==> src/rtl/cache_addr_pkg.sv <==
// Shared geometry helpers and state encoding for the refill address sequencer.
// Widths derive from block/word geometry so every user stays consistent.
package cache_addr_pkg;

  typedef enum logic {
    IDLE  = 1'b0,
    BURST = 1'b1
  } seq_state_t;

  function automatic int word_off_width(input int bytes_per_word);
    return $clog2(bytes_per_word);
  endfunction

  function automatic int blk_off_width(input int words_per_block);
    return $clog2(words_per_block);
  endfunction

  function automatic int tag_width(input int addr_w, input int index_w,
                                   input int words_per_block, input int bytes_per_word);
    return addr_w - index_w - blk_off_width(words_per_block) - word_off_width(bytes_per_word);
  endfunction

  localparam int DEF_ADDR_W          = 32;
  localparam int DEF_INDEX_W         = 7;
  localparam int DEF_WORDS_PER_BLOCK = 16;
  localparam int DEF_BYTES_PER_WORD  = 4;
  localparam int DEF_WORD_OFF_W      = word_off_width(DEF_BYTES_PER_WORD);
  localparam int DEF_BLK_OFF_W       = blk_off_width(DEF_WORDS_PER_BLOCK);
  localparam int DEF_TAG_W           = tag_width(DEF_ADDR_W, DEF_INDEX_W,
                                                 DEF_WORDS_PER_BLOCK, DEF_BYTES_PER_WORD);

endpackage

==> src/rtl/addr_field_split.sv <==
// Combinational split of a byte address into tag / set index / block offset / word offset.
// Zero latency, no flow control; the caller registers whatever it needs.
module addr_field_split
  import cache_addr_pkg::*;
#(
  parameter int ADDR_W     = DEF_ADDR_W,
  parameter int INDEX_W    = DEF_INDEX_W,
  parameter int BLK_OFF_W  = DEF_BLK_OFF_W,
  parameter int WORD_OFF_W = DEF_WORD_OFF_W,
  localparam int TAG_W     = ADDR_W - INDEX_W - BLK_OFF_W - WORD_OFF_W
) (
  input  logic [ADDR_W-1:0]     addr,
  output logic [TAG_W-1:0]      tag,
  output logic [INDEX_W-1:0]    index,
  output logic [BLK_OFF_W-1:0]  block_offset,
  output logic [WORD_OFF_W-1:0] word_offset
);

  assign tag          = addr[ADDR_W-1 -: TAG_W];
  assign index        = addr[WORD_OFF_W+BLK_OFF_W +: INDEX_W];
  assign block_offset = addr[WORD_OFF_W +: BLK_OFF_W];
  assign word_offset  = addr[WORD_OFF_W-1:0];

endmodule

==> src/rtl/cache_addr_sequencer.sv <==
// Refill address front end: latches request fields, then emits one word address per beat of the block
// (linear or critical-word-first); 1-cycle accept-to-first-beat, beats hold under beat_ready low, abort drops the burst.
module cache_addr_sequencer
  import cache_addr_pkg::*;
#(
  parameter int ADDR_W          = DEF_ADDR_W,
  parameter int INDEX_W         = DEF_INDEX_W,
  parameter int WORDS_PER_BLOCK = DEF_WORDS_PER_BLOCK,
  parameter int BYTES_PER_WORD  = DEF_BYTES_PER_WORD,
  localparam int WORD_OFF_W     = word_off_width(BYTES_PER_WORD),
  localparam int BLK_OFF_W      = blk_off_width(WORDS_PER_BLOCK),
  localparam int TAG_W          = tag_width(ADDR_W, INDEX_W, WORDS_PER_BLOCK, BYTES_PER_WORD)
) (
  input  logic                  clk,
  input  logic                  rst_n,
  input  logic                  req_valid,
  output logic                  req_ready,
  input  logic [ADDR_W-1:0]     req_addr,
  input  logic                  req_wrap,
  input  logic                  abort,
  output logic [TAG_W-1:0]      tag,
  output logic [INDEX_W-1:0]    index,
  output logic [BLK_OFF_W-1:0]  block_offset,
  output logic [WORD_OFF_W-1:0] word_offset,
  output logic                  beat_valid,
  input  logic                  beat_ready,
  output logic [ADDR_W-1:0]     beat_addr,
  output logic [BLK_OFF_W-1:0]  beat_word,
  output logic                  beat_last
);

  generate
    if (TAG_W < 1) begin : g_bad_tag_w
      $error("cache_addr_sequencer: geometry leaves no tag bits");
    end
    if (WORDS_PER_BLOCK < 2 || (WORDS_PER_BLOCK & (WORDS_PER_BLOCK - 1)) != 0) begin : g_bad_words
      $error("cache_addr_sequencer: WORDS_PER_BLOCK must be a power of 2, at least 2");
    end
    if (BYTES_PER_WORD < 2 || (BYTES_PER_WORD & (BYTES_PER_WORD - 1)) != 0) begin : g_bad_bytes
      $error("cache_addr_sequencer: BYTES_PER_WORD must be a power of 2, at least 2");
    end
  endgenerate

  localparam logic [BLK_OFF_W-1:0] LAST_CNT = BLK_OFF_W'(WORDS_PER_BLOCK - 1);

  seq_state_t state;
  logic [BLK_OFF_W-1:0]  cnt;
  logic [BLK_OFF_W-1:0]  start;
  logic                  wrap_q;

  logic [TAG_W-1:0]      split_tag;
  logic [INDEX_W-1:0]    split_index;
  logic [BLK_OFF_W-1:0]  split_block_offset;
  logic [WORD_OFF_W-1:0] split_word_offset;

  logic [BLK_OFF_W-1:0]  cnt_nxt;
  logic [BLK_OFF_W-1:0]  word_nxt;
  logic [BLK_OFF_W-1:0]  first_word;
  logic                  beat_hs;

  addr_field_split #(
    .ADDR_W     (ADDR_W),
    .INDEX_W    (INDEX_W),
    .BLK_OFF_W  (BLK_OFF_W),
    .WORD_OFF_W (WORD_OFF_W)
  ) u_split (
    .addr         (req_addr),
    .tag          (split_tag),
    .index        (split_index),
    .block_offset (split_block_offset),
    .word_offset  (split_word_offset)
  );

  assign req_ready  = (state == IDLE);
  assign beat_hs    = beat_valid & beat_ready;
  assign cnt_nxt    = cnt + 1'b1;
  // Wrap order relies on BLK_OFF_W-bit overflow to fold back to word 0.
  assign word_nxt   = wrap_q ? (start + cnt_nxt) : cnt_nxt;
  assign first_word = req_wrap ? split_block_offset : '0;

  always_ff @(posedge clk) begin
    if (!rst_n) begin
      state        <= IDLE;
      cnt          <= '0;
      start        <= '0;
      wrap_q       <= 1'b0;
      tag          <= '0;
      index        <= '0;
      block_offset <= '0;
      word_offset  <= '0;
      beat_valid   <= 1'b0;
      beat_last    <= 1'b0;
      beat_addr    <= '0;
      beat_word    <= '0;
    end else begin
      case (state)
        IDLE: begin
          if (req_valid) begin
            state        <= BURST;
            cnt          <= '0;
            start        <= split_block_offset;
            wrap_q       <= req_wrap;
            tag          <= split_tag;
            index        <= split_index;
            block_offset <= split_block_offset;
            word_offset  <= split_word_offset;
            beat_valid   <= 1'b1;
            beat_last    <= 1'b0;
            beat_word    <= first_word;
            beat_addr    <= {split_tag, split_index, first_word, {WORD_OFF_W{1'b0}}};
          end
        end
        BURST: begin
          if (beat_hs) begin
            cnt <= cnt_nxt;
          end
          // Abort beats a coincident handshake: that beat still counts, but the burst ends.
          if (abort || (beat_hs && beat_last)) begin
            state      <= IDLE;
            beat_valid <= 1'b0;
            beat_last  <= 1'b0;
          end else if (beat_hs) begin
            beat_word <= word_nxt;
            beat_addr <= {tag, index, word_nxt, {WORD_OFF_W{1'b0}}};
            beat_last <= (cnt_nxt == LAST_CNT);
          end
        end
        default: begin
          state      <= IDLE;
          beat_valid <= 1'b0;
          beat_last  <= 1'b0;
        end
      endcase
    end
  end

endmodule

==> config.mk <==
export PLATFORM = sky130hd
export DESIGN_NAME = cache_addr_sequencer
export DESIGN_NICKNAME = d
export VERILOG_FILES = /design/src/rtl/cache_addr_pkg.sv /design/src/rtl/addr_field_split.sv /design/src/rtl/cache_addr_sequencer.sv
export SDC_FILE = /design/constraint.sdc
export NUM_CORES = 1
export LEC_CHECK = 0
export BUFFER_PORTS_ARGS = -buffer_cell sky130_fd_sc_hd__buf_2
export CORE_MARGIN = 2
export CORE_UTILIZATION = 45
export DETAILED_ROUTE_END_ITERATION = 7
export GPL_TIMING_DRIVEN = 0
export HOLD_SLACK_MARGIN = 0.05
export PLACE_DENSITY = 0.83
export SYNTH_ARGS = -nofsm -noshare
export SYNTH_HDL_FRONTEND = slang
export SYNTH_SLANG_ARGS = --single-unit
==> constraint.sdc <==
create_clock -name clk -period 1.9 [get_ports clk]
set_input_delay 0.095 -clock clk [delete_from_list [all_inputs] [get_ports clk]]
set_output_delay 0.095 -clock clk [all_outputs]
set_load 0.01 [all_outputs]
==> results of run 1 <==
==> power groups by stage <==
| stage | clock network, mW | registers [mW] | logic (mW) |
|---|---|---|---|
| 6_report | 1.09 | 1.63 | 0.679 |
| 5_1_grt | 1.18 | 1.65 | 0.746 |
| 4_1_cts | 1.12 | 1.63 | 0.674 |
| 3_5_place_dp | 0 | 1.67 | 0.617 |
| 3_3_place_gp | 0 | 1.66 | 0.603 |
| 2_1_floorplan | 0 | 1.71 | 0.333 |
==> synth_stat cells <==
library cell	instances
xnor2_1	1
a311oi_1	1
mux2i_1	26
nor2_1	34
nand2b_1	2
nand3_4	1
o211ai_1	3
nand4_1	2
a31oi_1	3
nor3_1	2
fa_1	1
o31ai_4	1
o21ai_1	1
dfxtp_1	70
a21oi_1	44
and4_1	1
buf_2	9
conb_1	1
or3_1	2
a32o_1	1
nor2b_1	2
inv_1	5
buf_4	10
a211oi_1	10
clkinv_1	2
or3b_2	1
a311o_1	1
and3_1	1
ha_1	5
clkbuf_1	13
xor2_1	2
and2_1	1
o21ai_0	6
nand3_1	4
nand2_1	69
a211oi_2	17
==> metal layers <==
layer / wire length [um] / global-route usage
met1: 3842 / 0.2955
met2: 4269 / 0.3871
met3: 424 / 0.03791
met4: 113 / 0.07972
met5: 0 / 0
==> metrics by stage <==
stage               hold WS, ps  setup TNS, ps  instance area (um2)
floorplan                 220.8         -47.29                 3159
global placement          339.5         -120.6                 3790
detailed placement        351.8         -145.2                 3790
CTS                       50.83         -106.4                 4317
global route              65.93         -146.6                 4353
finish                    70.56         -92.15                 4353
==> final cells by class <==
cell class	count	share of cell area
flip-flops and latches	70	0.3237
multi-input cells	247	0.3682
clock buffers	12	0.03104
clock inverters	2	0.008048
repair buffers	141	0.2012
inverters	7	0.006036
plain buffers	32	0.03880
well taps	80	0.02300
==> repair_timing <==
action | 4_1_cts | 5_1_grt
hold endpoints to repair | 35 | 0
hold buffers | 33 | 0
gates resized for setup | 3 | 3
pin swaps | 1 | 2
buffers inserted | 1 | 1
gates cloned | 0 | 0
setup endpoints to repair | 1 | 1
==> registers in the layout (all words and copies together) (netlist names) <==
name,count
beat_last,1
index,7
word_offset,2
beat_valid,1
tag,19
cnt,4
start,4
beat_addr,27
state,1
beat_word,3
wrap_q,1
==> placed cells by master (no fill, tap or decap), drive strengths merged <==
| master | netlist | final |
|---|---|---|
| ha | 5 | 5 |
| xor2 | 2 | 2 |
| a211oi | 27 | 27 |
| and2 | 1 | 1 |
| and3 | 1 | 1 |
| dlygate4sd3 | 0 | 33 |
| a21oi | 44 | 44 |
| bufinv | 0 | 1 |
| nor2 | 34 | 34 |
| fa | 1 | 1 |
| mux2i | 26 | 26 |
| a32o | 1 | 1 |
| nand4 | 2 | 2 |
| a311o | 1 | 1 |
| o31ai | 1 | 1 |
| nand2 | 69 | 69 |
| clkbuf | 13 | 25 |
| a31oi | 3 | 3 |
| nor2b | 2 | 2 |
| and4 | 1 | 1 |
| xnor2 | 1 | 1 |
| dfxtp | 70 | 70 |
| nand2b | 2 | 2 |
| a311oi | 1 | 1 |
| buf | 19 | 127 |
| nor3 | 2 | 2 |
| o211ai | 3 | 3 |
| or3 | 2 | 2 |
| conb | 1 | 2 |
| inv | 5 | 5 |
| o21ai | 7 | 7 |
| nand3 | 5 | 5 |
| clkinv | 2 | 3 |
| or3b | 1 | 1 |
==> path summary, 6_finish.rpt <==
| kind | startpoint | end | slack, ps | depth (start not counted) |
|---|---|---|---|---|
| setup / recovery | cnt[0] | beat_addr[5] | -90 | 8 |
| hold / removal | req_wrap | wrap_q | 70 | 3 |
| setup reg to reg | cnt[0] | beat_addr[5] | -90 | 8 |
| hold reg to reg | word_offset[1] | word_offset[1] | 460 | 2 |
==> worst min-delay path: cells and delay by family <==
kind	cells	cell delay [ps]
AOI/OAI and AO/OA	1	50
buffers and inverters	1	140
and+or+nand+nor	1	60
==> logic make-up after synthesis <==
| kind of cell | count (synthesis) | synth area share |
|---|---|---|
| buffers and inverters | 39 | 0.06260 |
| and+or+nand+nor | 122 | 0.1649 |
| DFF | 70 | 0.4494 |
| AOI/OAI and AO/OA | 88 | 0.2034 |
| adders and majority gates | 6 | 0.02649 |
| xor gates and xnor gates | 3 | 0.008429 |
| other | 1 | 0.001203 |
| muxes | 26 | 0.08347 |
==> metrics.md, run 1 <==
| Metric | Value |
|---|---|
| Clk pin slew, worst setup/hold paths | roughly 70 ps |
| RSZ-0062 raised after global routing | true |
| Syn avg cell area | between 8 and 9 um2 |
| Antenna violations before repair | 0 |
| Yosys cell types | 36 |
| Number of diodes | 0 |
| Detailed-route wire length | between 8 and 9 mm |
| Final setup viols | 1 |
| Final core utilization | 0.6443 |
| CP top delay family | simple AND/OR/NAND/NOR gates |
| Critical Path Fanout Max | 3 |
| Die area | 0.007611 mm2 |
| Tmin final | approximately 2000 ps |
| Crit end category | flip-flop |
| Yosys Warn Count | 0 |
| Slew @ Worst Pin | 721.2 ps |
| Int Power | 2.461 mW |
| Maximum VDD drop | between 0.0004 and 0.0005 V |
| Synth top area cells | dfxtp_1, mux2i_1, nand2_1 |
| CTS root buf | clkbuf_8 |
| Switch share | 0.2767 |
| Max Buffers Root-to-Sink | 2 |
| Failing checks | setup timing |
| Total core area | 0.006756 mm2 |
| Area delta synth->final | 39.61% |
| Wirelength per Cell | between 10 and 15 um |
| Largest stage delay, worst path | roughly 370 ps |
| Pwr Total | 3.403 mW |
| Kind of critical path | reg -> reg |
| Switching pwr | approximately 0.94 mW |
| FMAX | 502.0 MHz |
| Vias | a little over 3000 |
| Cell repeated most along the worst path | ha_4 |
| Worst-skew pair later-pin latency | between 300 and 400 ps |
| Syn Inst Count | about 360 |
| Antenna Nets Post-Route | 0 |
| CTS tree | done |
| Num rows | 30 |
| Slowest stage cell on the critical path | dfxtp_4 |
| Port Buffers | between 100 and 150 |
| Worst Hold Class | in -> reg |
| Die Wd | approximately 87 um |
| IO Count | between 100 and 150 |
| Nets | roughly 550 |
| Worst EP arrival | about 2200 ps |
| Logic pwr share | 0.200 |
| DRC | 0 |
| Die H | around 87 um |
| Initial Util | 0.4615 |
| Top-area cell type share of the netlist area | 0.4494 |
| Synth Register Bits | 70 |
| Worst slack, placed | -145.2 ps |
| Fin cells | about 590 |
| Status | complete, but fails checks |
| Ratio of cells with drive above 1 in the final layout | 0.3288 |
| Area leader, netlist | dfxtp_1 |
| Leak | between 1.5 and 2 nW |
| Critical path buffer and inverter count | 2 |
| Largest net degree at the start of global routing | 11 |
| Footprint of the multi-input gates | between 0.0015 and 0.002 mm2 |
| H-tree depth | 3 |
| GRT overflow | 0 |
| Vias in the first global route | about 2900 |
| Num CTS Buffers | 9 |
| Power share of the sequential group | 0.480 |
| Clk pwr share | 0.320 |
| Skew final | 10.49 ps |
| Layout fillers | ~560 |
| PwrDens | 781.7 mW/mm2 |
| Max-cap viol count | 0 |
| Max_slew headroom | 0.5192 |
| Register area share after synthesis | 0.4494 |
| Final HPWL DP | 6.024 mm |
| Global router's overall resource usage | 0.2291 |
| Worst Setup Start Kind | flip-flop |
| First-pass GRT wire length | 13.68 mm |
| First drt pass iteration count | 4 |
| Drt via density | approximately 5.2 |
| Inst Count DP | around 540 |
| Clock sinks | 70 |
| Worst path cell trace | inv_2, ha_4, inv_1, ha_4, nand3_2, and4_1, or3_1, a32o_1 |
| Area of the mapped netlist | 0.003118 mm2 |
| Max-slew violation count | 0 |
| GPL Wtd Cong | about 0.91 |
| Flip-flop and latch area | around 0.0014 mm2 |
| Final worst slack | -92.15 ps |
| Final hold vios | 0 |
| Critical Path RT | around 2100 ps |
| Post-route clock period utilization | 1.049 |
| Drt first-iter violations | around 180 |
No activity file was read; power rests on OpenSTA's default activity.
==> inputs of run 2 (changes only) <==
CORE_UTILIZATION = 51   (was 45)
PLACE_DENSITY = 0.87   (was 0.83)
SYNTH_HIERARCHICAL = 1   (was not set)
clock period = 2.27 ns   (was 1.9 ns; I/O delays follow)
==> metrics.md, run 2 <==
| Metric | Value |
|---|---|
| Status | complete, no violations |
| Max-slew violation count | 0 |
| Worst Hold Class | in -> reg |
| IO Count | about 110 |
| Antenna Nets Post-Route | 0 |
| Register area share after synthesis | 0.4173 |
| Largest net degree at the start of global routing | 13 |
| Top flop regs | beat_addr: 27 flops, tag: 19 flops, index: 7 flops |
| Final setup viols | 0 |
| Slew @ Worst Pin | around 750 ps |
| Area delta synth->final | 30.96% |
| GRT overflow | 0 |
| Synth top area cells | dfxtp_1, buf_4, mux2i_1 |
| Max-cap viol count | 0 |
| Initial Util | 0.5289 |
| Skew final | ~11 ps |
| Crit end category | flip-flop |
| Die area | between 0.007 and 0.008 mm2 |
| Maximum VDD drop | about 0.00045 V |
| Inst Count DP | approximately 540 |
| Die H | roughly 85 um |
| Clock sinks | 70 |
| Crit. Startpoint | cnt[0] |
| Worst-skew pair later-pin latency | about 340 ps |
| Worst Setup Start Kind | flip-flop |
| Worst R2R End | beat_addr[5] |
| Area leader, netlist | dfxtp_1 |
| Yosys cell types | 36 |
| Largest register FFs | 27 |
| Worst EP arrival | about 2400 ps |
| Most frequent cells in the layout | buf_2, nand2_1, dfxtp_1 |
| H-tree depth | 3 |
| Vias in the first global route | approximately 3100 |
| Final HPWL DP | just under 6 mm |
| Wirelength per Cell | about 15 um |
| Reg2Reg Launch Point | cnt[0] |
| Tmin final | between 2000 and 2500 ps |
| Syn Inst Count | 387 |
| Layout fillers | between 400 and 500 |
| Final core utilization | 0.6926 |
| Number of diodes | 0 |
| PwrDens | between 600 and 700 mW/mm2 |
| Clk pin slew, worst setup/hold paths | approximately 70 ps |
| Flip-flop and latch area | between 0.001 and 0.0015 mm2 |
| Min-delay src | req_wrap |
| Critical Path Fanout Max | 6 |
| Reg with most FFs | beat_addr |
| Reg2Reg Setup Slack | just over 90 ps |
| Postcts setup bufs | 0 |
| Hold path cells | 3 |
| EDFF count, synth | 0 |
| Vias | ~3100 |
| First drt pass iteration count | 4 |
| Fin cells | 588 |
| Footprint of the multi-input gates | around 0.0015 mm2 |
| Num rows | 29 |
| Worst hold endpoint | wrap_q |
| GPL Wtd Cong | around 0.92 |
| FMAX | ~460 MHz |
| Reg2Reg Depth | 7 |
| Yosys Warn Count | 6 |
| Max Buffers Root-to-Sink | 2 |
| Area of the mapped netlist | 0.003358 mm2 |
| DRC | 0 |
| Port Buffers | 74 |
| Syn avg cell area | just under 9 um2 |
| RSZ-0062 raised after global routing | false |
| Post-synth top cells | dfxtp_1, nand2_1, a21oi_1 |
| Post-route clock period utilization | 0.9593 |
| Most common cell after layout, fill and taps aside | buf_2 |
| Final hold vios | 0 |
| Drt first-iter violations | around 150 |
| Pwr Total | around 3.0 mW |
| CTS root buf | clkbuf_8 |
| Global router's overall resource usage | 0.2454 |
| Critical Path RT | approximately 2500 ps |
| Synth Register Bits | 70 |
| Kind of critical path | reg -> reg |
| Prevailing post-synth register cell | dfxtp_1 |
| Leak | a little under 2 nW |
| Detailed-route wire length | a little under 9 mm |
| Antenna violations before repair | 0 |
| Drt via density | 5.276 |
| Max_slew headroom | 0.5007 |
| Num CTS Buffers | 9 |
| Top-area cell type share of the netlist area | 0.4173 |
| Nets | 550 |
| Ratio of cells with drive above 1 in the final layout | 0.3229 |
| Count leader, synth | dfxtp_1 |
| CTS tree | done |
| Post-synth ARST share | 0 |
| Total core area | around 0.0063 mm2 |
| Die Wd | 85.15 um |
| First-pass GRT wire length | 14.30 mm |
run 2: per-layer routing:
layer,global-route usage,wire length (um),vias to the layer above
met5,0,0,-
met4,0.1255,233,0
met3,0.04377,534,22
met2,0.4034,4305,110
met1,0.3080,3815,1458
li1,-,-,1512
run 2: critical path, stage by stage, from the launching register on:
cell,delay (ps)
dfxtp_2,380
ha_2,220
xor2_2,200
ha_1,300
a21oi_1,220
a21oi_1,110
or3_1,370
a32o_1,250
run 2: where the power goes:
group / internal, mW / switching (mW)
combinational: 0.264 / 0.317
sequential: 1.31 / 0.0568
clock: 0.617 / 0.462
run 2: per-stage QoR:
step                      hold WS (ps)  instance area, um2  TNS (ps)  setup WS (ps)
final                            75.46                4398         0          92.39
after global routing             76.48                4398         0          11.22
after CTS                        61.29                4380         0          3.212
after detailed placement         372.8                3829    -14.41         -14.41
after global placement           360.6                3829         0          91.59
after floorplan                  239.3                3362         0          235.7
run 2: timing repair:
item | 4_1_cts | 5_1_grt
resized for setup | 1 | 4
hold endpoints to repair | 33 | 0
hold buffers | 33 | 0
setup endpoints to repair | 1 | 1
cloned | 0 | 0
run 2: how the worst max path moves through the flow:
| stage | slack (ps) | to | cells past startpoint |
|---|---|---|---|
| floorplan | 240 | beat_addr[5] | 8 |
| global placement | 90 | beat_addr[5] | 7 |
| detailed placement | -10 | beat_addr[5] | 7 |
| CTS | 3 | beat_addr[5] | 8 |
| global route | 10 | beat_addr[5] | 7 |
| finish | 90 | beat_addr[5] | 7 |
run 2: final cells by class:
| type | count | share of cell area |
|---|---|---|
| flip-flops and latches | 70 | 0.3192 |
| clock inverters | 6 | 0.01963 |
| well taps | 77 | 0.02191 |
| plain buffers | 64 | 0.09303 |
| clock buffers | 10 | 0.02902 |
| inverters | 7 | 0.005974 |
| multi-input cells | 247 | 0.3519 |
| repair buffers | 107 | 0.1593 |
run 2: kinds of logic (layout without fill, tap and decap cells):
| kind of cell | Yosys count | count (layout) | synth area share |
|---|---|---|---|
| and+or+nand+nor | 122 | 122 | 0.1531 |
| AOI/OAI and AO/OA | 88 | 88 | 0.1889 |
| buffers and inverters | 71 | 194 | 0.1297 |
| DFF | 70 | 70 | 0.4173 |
| muxes | 26 | 26 | 0.07750 |
| adders and majority gates | 6 | 6 | 0.02459 |
| xor gates and xnor gates | 3 | 3 | 0.007826 |
| other | 1 | 2 | 0.001117 |
